File: config.mk
export PLATFORM = sky130hd
export DESIGN_NAME = cache_req_arbiter
export DESIGN_NICKNAME = d
export VERILOG_FILES = /design/src/rtl/cache_req_arbiter.sv
export SDC_FILE = /design/constraint.sdc
export NUM_CORES = 1
export LEC_CHECK = 0
export BUFFER_PORTS_ARGS = -buffer_cell sky130_fd_sc_hd__buf_4
export CORE_AREA = 5 5 148 150
export DETAILED_ROUTE_END_ITERATION = 6
export DIE_AREA = 0 0 153 155
export GPL_ROUTABILITY_DRIVEN = 0
export GPL_TIMING_DRIVEN = 0
export PLACE_DENSITY = 0.79
export SLEW_MARGIN = 25
export SYNTH_ARGS = -nofsm -noshare
export SYNTH_HDL_FRONTEND = slang
export SYNTH_SLANG_ARGS = --single-unit
export TNS_END_PERCENT = 20
File: constraint.sdc
create_clock -name clk -period 2.6 [get_ports clk]
set_input_delay 0.13 -clock clk [delete_from_list [all_inputs] [get_ports clk]]
set_output_delay 0.13 -clock clk [all_outputs]
set_load 0.05 [all_outputs]
File: src/rtl/cache_req_arbiter.sv
// Round-robin arbiter sharing one cache controller among NUM_REQ requesters, one op in flight.
// Optional WAIT timeout with error response: define CACHE_ARB_TIMEOUT_EN.
module cache_req_arbiter #(
    parameter int NUM_REQ        = 2,
    parameter int KEY_WIDTH      = 16,
    parameter int VALUE_WIDTH    = 64,
`ifdef CACHE_ARB_TIMEOUT_EN
    parameter int OP_WIDTH       = 2,
    parameter int TIMEOUT_CYCLES = 64
`else
    parameter int OP_WIDTH       = 2
`endif
) (
    input  logic                           clk,
    input  logic                           rst,
    input  logic [NUM_REQ-1:0]             req_valid_i,
    output logic [NUM_REQ-1:0]             req_ready_o,
    input  logic [NUM_REQ*OP_WIDTH-1:0]    req_op_i,
    input  logic [NUM_REQ*KEY_WIDTH-1:0]   req_key_i,
    input  logic [NUM_REQ*VALUE_WIDTH-1:0] req_value_i,
    output logic [NUM_REQ-1:0]             rsp_valid_o,
    output logic                           rsp_hit_o,
    output logic                           rsp_err_o,
    output logic [VALUE_WIDTH-1:0]         rsp_value_o,
    output logic                           ctrl_valid_o,
    input  logic                           ctrl_ready_i,
    output logic [OP_WIDTH-1:0]            ctrl_op_o,
    output logic [KEY_WIDTH-1:0]           ctrl_key_o,
    output logic [VALUE_WIDTH-1:0]         ctrl_value_o,
    input  logic                           ctrl_done_i,
    input  logic                           ctrl_hit_i,
    input  logic [VALUE_WIDTH-1:0]         ctrl_value_i,
    output logic                           busy_o
);
    localparam int PTR_W = $clog2(NUM_REQ);
    localparam logic [OP_WIDTH-1:0] OP_NOP = '0;
    localparam logic [OP_WIDTH-1:0] OP_GET = OP_WIDTH'(1);

    typedef enum logic [1:0] {IDLE, ISSUE, WAIT, RESP} state_t;

    state_t           state;
    logic [PTR_W-1:0] rr_ptr;
    logic [PTR_W-1:0] owner;
    logic [PTR_W-1:0] winner;
    logic             win_found;
    logic [OP_WIDTH-1:0] win_op;
    logic             timeout;

    // Explicit wrap so non-power-of-two requester counts rotate correctly.
    function automatic logic [PTR_W-1:0] ptr_inc(input logic [PTR_W-1:0] p);
        return (p == PTR_W'(NUM_REQ-1)) ? '0 : p + 1'b1;
    endfunction

    always_comb begin
        logic [PTR_W-1:0] idx;
        idx       = rr_ptr;
        winner    = '0;
        win_found = 1'b0;
        for (int i = 0; i < NUM_REQ; i++) begin
            if (!win_found && req_valid_i[idx]) begin
                winner    = idx;
                win_found = 1'b1;
            end
            idx = ptr_inc(idx);
        end
    end

    assign win_op = req_op_i[winner*OP_WIDTH +: OP_WIDTH];

    always_comb begin
        req_ready_o = '0;
        if (!rst && state == IDLE && win_found)
            req_ready_o[winner] = 1'b1;
    end

    always_comb begin
        rsp_valid_o = '0;
        if (state == RESP)
            rsp_valid_o[owner] = 1'b1;
    end

`ifdef CACHE_ARB_TIMEOUT_EN
    localparam int CNT_W = $clog2(TIMEOUT_CYCLES + 1);
    logic [CNT_W-1:0] wait_cnt;
    assign timeout = (wait_cnt == CNT_W'(TIMEOUT_CYCLES - 1));
`else
    assign timeout = 1'b0;
`endif

    always_ff @(posedge clk) begin
        if (rst) begin
            state        <= IDLE;
            rr_ptr       <= '0;
            owner        <= '0;
            busy_o       <= 1'b0;
            ctrl_valid_o <= 1'b0;
            ctrl_op_o    <= '0;
            ctrl_key_o   <= '0;
            ctrl_value_o <= '0;
            rsp_hit_o    <= 1'b0;
            rsp_err_o    <= 1'b0;
            rsp_value_o  <= '0;
`ifdef CACHE_ARB_TIMEOUT_EN
            wait_cnt     <= '0;
`endif
        end else begin
            case (state)
                IDLE: if (win_found) begin
                    owner        <= winner;
                    ctrl_op_o    <= win_op;
                    ctrl_key_o   <= req_key_i[winner*KEY_WIDTH +: KEY_WIDTH];
                    ctrl_value_o <= req_value_i[winner*VALUE_WIDTH +: VALUE_WIDTH];
                    busy_o       <= 1'b1;
                    // NOPs never reach the controller; answer them directly.
                    if (win_op == OP_NOP) begin
                        rsp_hit_o   <= 1'b0;
                        rsp_err_o   <= 1'b0;
                        rsp_value_o <= '0;
                        state       <= RESP;
                    end else begin
                        ctrl_valid_o <= 1'b1;
                        state        <= ISSUE;
                    end
                end
                ISSUE: if (ctrl_ready_i) begin
                    ctrl_valid_o <= 1'b0;
                    state        <= WAIT;
`ifdef CACHE_ARB_TIMEOUT_EN
                    wait_cnt     <= '0;
`endif
                end
                WAIT: begin
                    if (ctrl_done_i) begin
                        rsp_hit_o   <= ctrl_hit_i;
                        rsp_err_o   <= 1'b0;
                        rsp_value_o <= (ctrl_op_o == OP_GET) ? ctrl_value_i : '0;
                        state       <= RESP;
                    end else if (timeout) begin
                        rsp_hit_o   <= 1'b0;
                        rsp_err_o   <= 1'b1;
                        rsp_value_o <= '0;
                        state       <= RESP;
                    end
`ifdef CACHE_ARB_TIMEOUT_EN
                    else begin
                        wait_cnt <= wait_cnt + 1'b1;
                    end
`endif
                end
                RESP: begin
                    rr_ptr <= ptr_inc(owner);
                    busy_o <= 1'b0;
                    state  <= IDLE;
                end
                default: state <= IDLE;
            endcase
        end
    end
endmodule

==> results.json <==
{
  "cts_tree": "yes",
  "fp.dieH_um": 155,
  "status": "completed",
  "yosys_most_used_dff": "dfxtp_1",
  "max_stage_delay_ps": 550,
  "grt_pass1_wl_um": 59600,
  "grt_pass1_vias": 10704,
  "ys_async_sr_fraction_pct": 0,
  "pin_count": 389,
  "synth_area_sq_mm": 0.00758,
  "path_max_fanout": 10,
  "crit_slowest_cell": "dlygate4sd3_1",
  "wl_um": 39200,
  "wl_per_cell_um": 21.7,
  "post-place-ws_ps": 230,
  "period_minus_slack_ps": 2510,
  "layout_setup_ws_ps": 92.7,
  "synth_fp_nets": 1126,
  "via_per_inst": 5.82,
  "critPathArrivalTime_ps": 2870,
  "drc": 0,
  "relSlewSlack_pct": 58.7,
  "crit_path_start_kind": "flip-flop",
  "ys_types": 43,
  "cts.root.buffer_cell": "clkbuf_16",
  "core_area_sq_mm": 0.0206,
  "grt_start_max_net_pins": 17,
  "placedCellCount": 1547,
  "drive_above_1_share_pct": 33.9,
  "cts.sinks": 153,
  "period_share_pct": 96.4,
  "synth_top_area_cell": "dfxtp_1",
  "cts.reportedPaths.clkPinSlew_ps": 70,
  "synthCells": 886,
  "tightest_slew_ps": 619,
  "hold_violations": 0,
  "dpl.hpwl_um": 25700,
  "numPortBuffers": 386,
  "die-width_um": 153,
  "seq_area_frac_synth_pct": 40.4,
  "worst-setup-path-type": "reg -> reg",
  "required_ps": 2960,
  "rsz0062_at_grt": "yes",
  "syn_avg_cell_area_sq_um": 8.56,
  "drv_cap": 0,
  "crit_family": "buffers and inverters",
  "grt_usage_pct": 31.1,
  "fin_util_pct": 66.7,
  "synth_edf_count": 0,
  "dieArea_sq_mm": 0.0237,
  "start_util_pct": 36.9,
  "p_leak_nw": 6.43,
  "cp_cell_sequence": "inv_1 -> ha_1 -> nand3b_1 -> a21oi_4 -> buf_12 -> clkbuf_1 -> a22oi_1 -> nand2_1 -> dlygate4sd3_1",
  "antenna_found_initial": 8,
  "fin_skew_ps": 14.5,
  "instances_no_fill": 1811,
  "drtAntennaViolNets": 0,
  "cp_num_buf_inv": 4,
  "synth_area_leaders": "dfxtp_1 40%, nand3_1 8.9%, nand2_1 8.1%",
  "finalSetupTns_ps": 0,
  "num_rows": 53,
  "p_total_mw": 10.2,
  "clockBufferDepth": 2,
  "power.density_mw_per_mm2": 741,
  "synth_seq_cells": 153,
  "hp-class": "in -> reg",
  "max_clock_freq_mhz": 399,
  "fin_nets": 1758,
  "grt_overflow": 0,
  "cts_buffers": 17,
  "h-tree-depth": 4,
  "slew_viol_final": 0,
  "clock_latency_ps": 430,
  "ys_warn_count": 0,
  "end_kind": "flip-flop",
  "drt_iter0_markers": 1155,
  "dr.pass1.iters": 6,
  "synth_top_area_share_pct": 40.4,
  "setup_violations": 0,
  "r2r_slack_ps": 90,
  "area_growth_syn_to_layout_pct": 80.7,
  "dr_total_vias": 10539,
  "ir_worst_vdd_uv": 419
}
==> routing by layer <==
layer,up-vias,GRT usage [%],wire [um]
met3,189,9.76,3870
li1,4658,-,-
met1,4923,33.8,13700
met4,8,17.8,2450
met5,-,0,54
met2,761,53.7,19200
==> registers in the layout, summed over array words and instances (netlist names) <==
register / cells
state: 2
ctrl_key_o: 16
rr_ptr: 1
owner: 1
ctrl_value_o: 64
ctrl_valid_o: 1
rsp_hit_o: 1
rsp_value_o: 64
busy_o: 1
ctrl_op_o: 2
==> report_power, final <==
part,switching [mW],internal [mW],leakage (nW)
sequential,0.275,2.72,1.25
combinational,3.02,1.70,4.91
clock,1.17,1.26,0.264
==> Yosys cell counts (all sizes together), types with 2 or more instances <==
cell,count
nand3b,2
and3,2
o21ai,2
o2111ai,64
dfxtp,153
nor3,2
nor2b,2
nand2b,2
nand3,135
nor3b,65
a32oi,64
buf,73
ha,5
a22oi,81
a21oi,3
inv,5
nor2,10
a311oi,2
nand2,164
clkbuf,34
==> through the flow <==
step           hold WS, ps  area (sq um)
2_1_floorplan          229          7580
3_3_place_gp           313         10800
3_5_place_dp           316         10800
4_1_cts               2.91         13700
5_1_grt               23.0         13700
6_report              27.8         13700
==> worst reg2reg max path: cells and delay by family, from the launching register on <==
kind	cells	cell delay (ps)
AND/OR/NAND/NOR	2	280
buffers and inverters	4	1200
adder cells (fa/ha/maj)	1	300
AO/OA/AOI/OAI	2	360
flip-flops	1	330
==> cell families after synthesis <==
kind of cell,share of synthesized area (%)
AOI/OAI and AO/OA,24.4
and+or+nand+nor,27.0
DFF,40.4
adders and majority gates,0.825
other,0.0495
muxes,0.132
buffers and inverters,7.20
==> final timing paths <==
kind	startpoint	to	depth (start not counted)
setup reg to reg	state[0]$_SDFFE_PP0P_	ctrl_value_o[33]$_SDFFE_PP0P_	9
hold reg to reg	owner$_SDFFE_PP0P_	owner$_SDFFE_PP0P_	1
setup / recovery	state[0]$_SDFFE_PP0P_	ctrl_value_o[33]$_SDFFE_PP0P_	9
hold / removal	req_op_i[2]	ctrl_op_o[0]$_SDFFE_PP0P_	3
==> cell type report <==
cell class / instances / area [sq um]
inverters: 5 / 18.8
clock buffers: 17 / 425
fillers: 1493 / 6860
flip-flops and latches: 153 / 3060
repair buffers: 613 / 5180
clock inverters: 15 / 135
well taps: 275 / 344
diodes: 5 / 12.5
plain buffers: 107 / 538
multi-input cells: 621 / 3990
==> cells in the final DEF, fill, tap and decap left out, types with 2 or more instances in the layout <==
| master | count |
|---|---|
| nor2b_1 | 2 |
| and3_1 | 2 |
| clkbuf_1 | 29 |
| dfxtp_1 | 153 |
| diode_2 | 5 |
| nor3_1 | 2 |
| nor2_1 | 9 |
| inv_6 | 5 |
| nand3b_1 | 2 |
| inv_1 | 5 |
| nor3b_2 | 24 |
| clkbuf_2 | 5 |
| inv_8 | 2 |
| clkinvlp_4 | 4 |
| ha_1 | 5 |
| a21oi_1 | 2 |
| buf_1 | 5 |
| buf_4 | 392 |
| dlygate4sd3_1 | 226 |
| clkbuf_4 | 2 |
| nor3b_1 | 41 |
| a22oi_1 | 81 |
| buf_6 | 4 |
| nand3_1 | 135 |
| o2111ai_1 | 64 |
| clkbuf_16 | 17 |
| buf_2 | 56 |
| a32oi_1 | 64 |
| clkinv_4 | 2 |
| a311oi_1 | 2 |
| nand2b_1 | 2 |
| nand2_1 | 164 |
==> repair_timing <==
| item | 4_1_cts | 5_1_grt |
|---|---|---|
| hold endpoints to repair | 146 | 0 |
| setup endpoints to repair | 1 | 71 |
| resized for setup | 2 | 11 |
| setup buffers | 0 | 1 |
| hold buffers | 226 | 0 |
Note: power is estimated with default switching activity, not from simulation.
